### config.mk
export PLATFORM = sky130hd
export DESIGN_NAME = cache_miss_handler
export DESIGN_NICKNAME = d
export VERILOG_FILES = /design/src/rtl/cache_pkg.sv /design/src/rtl/mem_lat_counter.sv /design/src/rtl/cache_miss_handler.sv
export SDC_FILE = /design/constraint.sdc
export NUM_CORES = 1
export LEC_CHECK = 0
export ABC_CLOCK_PERIOD_IN_PS = 2300
export CORE_ASPECT_RATIO = 1.2
export CORE_MARGIN = 2
export CORE_UTILIZATION = 41
export DETAILED_ROUTE_END_ITERATION = 8
export HOLD_SLACK_MARGIN = 0.12
export PLACE_DENSITY_LB_ADDON = 0.15
export SLEW_MARGIN = 25
export SYNTH_ARGS = -nofsm -noshare
export SYNTH_HDL_FRONTEND = slang
export SYNTH_SLANG_ARGS = --single-unit
### constraint.sdc
create_clock -name clock -period 2.3 [get_ports clock]
set_input_delay 0.46 -clock clock [delete_from_list [all_inputs] [get_ports clock]]
set_output_delay 0.46 -clock clock [all_outputs]
set_load 0.005 [all_outputs]
### src/rtl/cache_pkg.sv
// Shared types for the cache miss handler: widths, FSM states and the latched request.
// CACHE_WRITEBACK_EN selects the write-back state set; otherwise a write-through store state is used.
package cache_pkg;

  localparam int ADDR_W  = 5;
  localparam int DATA_W  = 8;
  localparam int TAG_W   = 2;
  localparam int INDEX_W = 3;

  typedef enum logic [2:0] {
    S_IDLE = 3'd0,
`ifdef CACHE_WRITEBACK_EN
    S_WB   = 3'd1,
`else
    S_WT   = 3'd1,
`endif
    S_RD   = 3'd2,
    S_WAIT = 3'd3,
    S_FILL = 3'd4
  } state_t;

  typedef struct packed {
    logic [ADDR_W-1:0] addr;
    logic              wren;
    logic [DATA_W-1:0] data;
  } req_t;

  // Victim line address: victim's tag on top of the request's index.
  function automatic logic [ADDR_W-1:0] victim_addr(input logic [TAG_W-1:0] tag,
                                                    input logic [ADDR_W-1:0] addr);
    return {tag, addr[INDEX_W-1:0]};
  endfunction

endpackage

### src/rtl/mem_lat_counter.sv
// 4-bit loadable down-counter; done marks the last cycle of the memory read latency.
module mem_lat_counter (
  input  logic       clock,
  input  logic       resetn,
  input  logic       load,
  input  logic [3:0] load_val,
  input  logic       dec,
  output logic       done
);

  logic [3:0] count_r;

  // Load on the read strobe, count down while waiting, saturate at zero.
  always_ff @(posedge clock or negedge resetn) begin
    if (!resetn) begin
      count_r <= 4'd0;
    end else if (load) begin
      count_r <= load_val;
    end else if (dec && (count_r != 4'd0)) begin
      count_r <= count_r - 4'd1;
    end
  end

  assign done = (count_r == 4'd1);

endmodule

### src/rtl/cache_miss_handler.sv
// Miss-service controller: optional victim write-back, memory fetch, refill and response.
// Define CACHE_WRITEBACK_EN for the write-back cache; the default build is write-through.
module cache_miss_handler
  import cache_pkg::*;
#(
  parameter int MEM_LAT = 1
) (
  input  logic              clock,
  input  logic              resetn,
  input  logic              req_valid,
  input  logic [ADDR_W-1:0] req_addr,
  input  logic              req_wren,
  input  logic [DATA_W-1:0] req_data,
  input  logic              victim_valid,
  input  logic              victim_dirty,
  input  logic [TAG_W-1:0]  victim_tag,
  input  logic [DATA_W-1:0] victim_data,
  output logic              req_ready,
  output logic              resp_valid,
  output logic [DATA_W-1:0] resp_data,
  output logic              fill_en,
  output logic [TAG_W-1:0]  fill_tag,
  output logic [DATA_W-1:0] fill_data,
  output logic              fill_dirty,
  output logic              mem_rd,
  output logic              mem_wr,
  output logic [ADDR_W-1:0] mem_addr,
  output logic [DATA_W-1:0] mem_wdata,
  input  logic [DATA_W-1:0] mem_rdata
);

  localparam logic [3:0] LAT_VAL = 4'(MEM_LAT);

  state_t            state_r;
  state_t            state_next_s;
  req_t              req_r;
  logic [DATA_W-1:0] line_r;
  logic              accept_s;
  logic              cnt_load_s;
  logic              cnt_dec_s;
  logic              cnt_done_s;

`ifdef CACHE_WRITEBACK_EN
  logic [TAG_W-1:0]  vtag_r;
  logic [DATA_W-1:0] vdata_r;
`else
  logic              unused_victim_s;
  assign unused_victim_s = ^{victim_valid, victim_dirty, victim_tag, victim_data};
`endif

  assign accept_s = (state_r == S_IDLE) && req_valid;

  mem_lat_counter u_lat_cnt (
    .clock    (clock),
    .resetn   (resetn),
    .load     (cnt_load_s),
    .load_val (LAT_VAL),
    .dec      (cnt_dec_s),
    .done     (cnt_done_s)
  );

  // State register.
  always_ff @(posedge clock or negedge resetn) begin
    if (!resetn) begin
      state_r <= S_IDLE;
    end else begin
      state_r <= state_next_s;
    end
  end

  // Request and victim latch, loaded only on acceptance so later req_* changes are ignored.
  always_ff @(posedge clock or negedge resetn) begin
    if (!resetn) begin
      req_r   <= '0;
`ifdef CACHE_WRITEBACK_EN
      vtag_r  <= '0;
      vdata_r <= '0;
`endif
    end else if (accept_s) begin
      req_r.addr <= req_addr;
      req_r.wren <= req_wren;
      req_r.data <= req_data;
`ifdef CACHE_WRITEBACK_EN
      vtag_r     <= victim_tag;
      vdata_r    <= victim_data;
`endif
    end
  end

  // Line register captures memory data on the last latency cycle.
  always_ff @(posedge clock or negedge resetn) begin
    if (!resetn) begin
      line_r <= '0;
    end else if ((state_r == S_WAIT) && cnt_done_s) begin
      line_r <= mem_rdata;
    end
  end

  // Next-state logic.
  always_comb begin
    state_next_s = state_r;
    case (state_r)
      S_IDLE: begin
        if (req_valid) begin
`ifdef CACHE_WRITEBACK_EN
          if (victim_valid && victim_dirty) begin
            state_next_s = S_WB;
          end else if (req_wren) begin
            state_next_s = S_FILL;
          end else begin
            state_next_s = S_RD;
          end
`else
          if (req_wren) begin
            state_next_s = S_WT;
          end else begin
            state_next_s = S_RD;
          end
`endif
        end else begin
          state_next_s = S_IDLE;
        end
      end
`ifdef CACHE_WRITEBACK_EN
      S_WB:   state_next_s = req_r.wren ? S_FILL : S_RD;
`else
      S_WT:   state_next_s = S_FILL;
`endif
      S_RD:   state_next_s = S_WAIT;
      S_WAIT: state_next_s = cnt_done_s ? S_FILL : S_WAIT;
      S_FILL: state_next_s = S_IDLE;
      default: state_next_s = S_IDLE;
    endcase
  end

  // Output decode: every output is a function of registered state only.
  always_comb begin
    req_ready  = 1'b0;
    resp_valid = 1'b0;
    resp_data  = '0;
    fill_en    = 1'b0;
    fill_tag   = '0;
    fill_data  = '0;
    fill_dirty = 1'b0;
    mem_rd     = 1'b0;
    mem_wr     = 1'b0;
    mem_addr   = '0;
    mem_wdata  = '0;
    cnt_load_s = 1'b0;
    cnt_dec_s  = 1'b0;
    case (state_r)
      S_IDLE: req_ready = 1'b1;
`ifdef CACHE_WRITEBACK_EN
      S_WB: begin
        mem_wr    = 1'b1;
        mem_addr  = victim_addr(vtag_r, req_r.addr);
        mem_wdata = vdata_r;
      end
`else
      S_WT: begin
        mem_wr    = 1'b1;
        mem_addr  = req_r.addr;
        mem_wdata = req_r.data;
      end
`endif
      S_RD: begin
        mem_rd     = 1'b1;
        mem_addr   = req_r.addr;
        cnt_load_s = 1'b1;
      end
      S_WAIT: cnt_dec_s = 1'b1;
      S_FILL: begin
        fill_en    = 1'b1;
        resp_valid = 1'b1;
        fill_tag   = req_r.addr[ADDR_W-1:INDEX_W];
        fill_data  = req_r.wren ? req_r.data : line_r;
        resp_data  = req_r.wren ? req_r.data : line_r;
`ifdef CACHE_WRITEBACK_EN
        fill_dirty = req_r.wren;
`else
        fill_dirty = 1'b0;
`endif
      end
      default: req_ready = 1'b0;
    endcase
  end

endmodule

==> impl_metrics.csv <==
group,metric,value,unit
timing,relSlewSlack,61.7,%
die,fp-row-count,24,
synth,ys.flop_type,"dfrtp_1",
route,firstDrtPassIters,4,
placement,portBuffers,60,
synth,ys_ff_latch,29,
synth,yosysTopAreaCell,"dfrtp_1",
placement,dpl_cell_area,2170,sq um
timing,fin_skew,0.00459,ns
global_routing,grt_usage,17.8,%
route,post-route-drc-count,0,
timing,period_minus_slack,2.25,ns
clock_tree,clock_sinks,29,
synth,synth.avg_cell_area,10.9,sq um
synth,syn_inst,145,
critical_path,cp_top_family,"buffers and inverters",
critical_path,crit_cells,6,
critical_path,path_buf_inv,3,
critical_path,rr_worst_depth,5,
clock_tree,clockBufferDepth,2,
timing,hold_ws,0.480,ns
global_routing,grt_overflow,0,
finish,nFillCells,335,
flow_run,drv_cap,0,
die,pin_count,74,
clock_tree,cts-hold-fix-buffers,0,
critical_path,crit_type,"flip-flop to output pin",
placement,gp_congestion,0.747,
critical_path,crit_path_max_fanout,9,
timing,rsz0062_at_grt,"true",
global_routing,grt_pass1_wl,5790,um
clock_tree,clockRootBuffer,"clkbuf_8",
global_routing,grt_pass1_vias,1260,
hold_path,hp-class,"flip-flop to flip-flop",
die,start_util,43.3,%
clock_tree,clkTransAtPathRegs,0.06,ns
synth,yosys_warnings,0,
synth,ys_types,27,
finish,multiInputGateArea,719,sq um
synth,netlist_area,1590,sq um
critical_path,slowest_delay,0.51,ns
timing,fmax,444,MHz
die,die_x,60.8,um
clock_tree,htree_levels,2,
timing,worst-slew-pin-transition,0.574,ns
die,fp.dieArea,4390,sq um
timing,setup_viol,0,
finish,register_area,728,sq um
critical_path,worstPathCellList,"buf_4 > nand2b_1 > nor2_1 > buf_4 > and2_1 > clkdlybuf4s50_1",
finish,drive_gt1_share,11.3,%
finish,syn2layout_area_growth,44.4,%
critical_path,cp_data_required_time,1.84,ns
route,drtAntennaViolNets,0,
synth,synth_edf_count,0,
critical_path,crit_top_cell,"buf_4",
route,detail_route.iter0.violations,37,
clock_tree,insertion_delay,0.27,ns
critical_path,worstSetupEndpointType,"output pin",
power_and_ir_drop,power_leakage,1.07,nW
finish,stdcell_area,2290,sq um
synth,synth_top_area_share,45.7,%
synth,async_flop_share,100,%
global_routing,antenna_found_initial,0,
timing,final.period_utilization,97.9,%
critical_path,crit_slowest_cell,"clkdlybuf4s50_1",
clock_tree,cts_made_buffers,5,
route,vias,1203,
finish,nNetsFinal,243,
timing,slew_viol_final,0,
synth,syn_nets,185,
clock_tree,tritoncts,"yes",
critical_path,worstPathArrival,1.79,ns
power_and_ir_drop,ir_drop,0.243,mV
timing,hold_viol,0,
synth,synthTopCellsByArea,"dfrtp_1, mux2_1, mux2i_1",
route,routed_via_density,4.72,
placement,dp_hpwl,2690,um
synth,ys_seq_area_share,45.7,%
finish,n_antenna_cell,0,
die,core,3660,sq um
die,floorplan.die.height,72.1,um
critical_path,cp-start-kind,"flip-flop",
power_and_ir_drop,power_density,426,nW/um^2
route,wirelength,3520,um
route,avgRoutedWirePerCell,13.8,um
hold_path,holdPathStages,1,
global_routing,grt_max_degree,30,
outcome,outcome,"complete, no violations",
[worst paths after layout]
check	from	to	slack [ns]
setup / recovery	state_r[0]	mem_wdata[7]	0.05
hold / removal	req_r[10]	req_r[10]	0.48
setup reg to reg	u_lat_cnt.count_r[1]	line_r[2]	0.48
hold reg to reg	req_r[10]	req_r[10]	0.48
max in group asynchronous	resetn	req_r[8]	1.44
min in group asynchronous	resetn	state_r[1]	0.57
[routing by layer]
metal | track usage, % | wire, um | vias to the layer above
met4 | 4.35 | 27 | 0
met1 | 20.8 | 1410 | 583
met5 | 0 | 0 | -
met2 | 30.7 | 1900 | 29
li1 | - | - | 587
met3 | 6.24 | 183 | 4
[cells in the final DEF, fill, tap and decap left out, types with 5 or more instances in the layout]
cell type / Yosys / final
a21oi_1: 5 / 5
and2_1: 12 / 12
buf_4: 12 / 8
clkbuf_8: 0 / 6
clkdlybuf4s50_1: 0 / 58
dfrtp_1: 29 / 27
inv_1: 7 / 7
mux2_1: 20 / 20
mux2i_1: 9 / 9
nand3_1: 5 / 5
nor2_1: 13 / 11
[power by group]
group	internal (mW)	switching [mW]	total [mW]	leakage [nW]
logic	0.0367	0.0166	0.0533	0.641
registers	0.510	0	0.510	0.382
clock network	0.237	0.176	0.413	0.0443
total	0.784	0.193	0.976	1.07
[cell families after synthesis]
group                    count (synthesis)  synth area share, %
multiplexers                            29                 19.9
flip-flops                              29                 45.7
AO/OA/AOI/OAI                           11                 3.47
buffers and inverters                   25                 10.2
XOR/XNOR                                 1                0.552
AND/OR/NAND/NOR                         46                 17.6
adder cells (fa/ha/maj)                  3                 2.37
other                                    1                0.236
[state kept, by name, summed over array words and instances (netlist names)]
register           count
req_r                 14
u_lat_cnt.count_r      4
line_r                 8
state_r                3
[Yosys cell counts (all sizes together) (2+ instances only)]
cell type  instances
dfrtp             29
nand2              2
or3                3
nor2              14
and2              12
clkbuf             2
nor3b              2
nand3              5
inv                7
mux2              20
a21oi              5
buf               15
o21ai              6
nor3               3
or3b               2
mux2i              9
ha                 3
[worst register-to-register path: cells and delay by family (launching register included)]
| family | cells | cell delay, ns |
|---|---|---|
| buf+inv | 1 | 0.11 |
| fa+ha+maj | 1 | 0.14 |
| mux | 1 | 0.36 |
| simple gates | 2 | 0.71 |
| flops | 1 | 0.38 |
[layout make-up]
cell class                 instances  area share (%)
multi-input combinational         91            31.4
sequential                        29            31.8
tap                               52            2.84
inverter                           8            1.31
timing repair buffer              68            28.9
clock buffer                       7            3.77
[through the flow]
stage / power, mW / setup TNS [ns] / utilization, % / std cells / setup WS, ns
floorplan: 0.522 / 0 / - / 145 / 0.649
global placement: 0.574 / 0 / 59.1 / 246 / 0.230
detailed placement: 0.574 / 0 / 59.1 / 246 / 0.156
CTS: 0.988 / 0 / 62.2 / 255 / 0.00329
global route: 1.02 / -0.528 / 62.5 / 255 / -0.0448
finish: 0.976 / 0 / 62.5 / 255 / 0.0477
[what timing repair did]
item | 4_1_cts | 5_1_grt
gates resized for setup | 5 | 4
pin swaps | 3 | 1
buffers inserted | 2 | 0
setup endpoints to repair | 31 | 22
cloned | 0 | 0
Note: power is estimated with default switching activity, not from simulation.
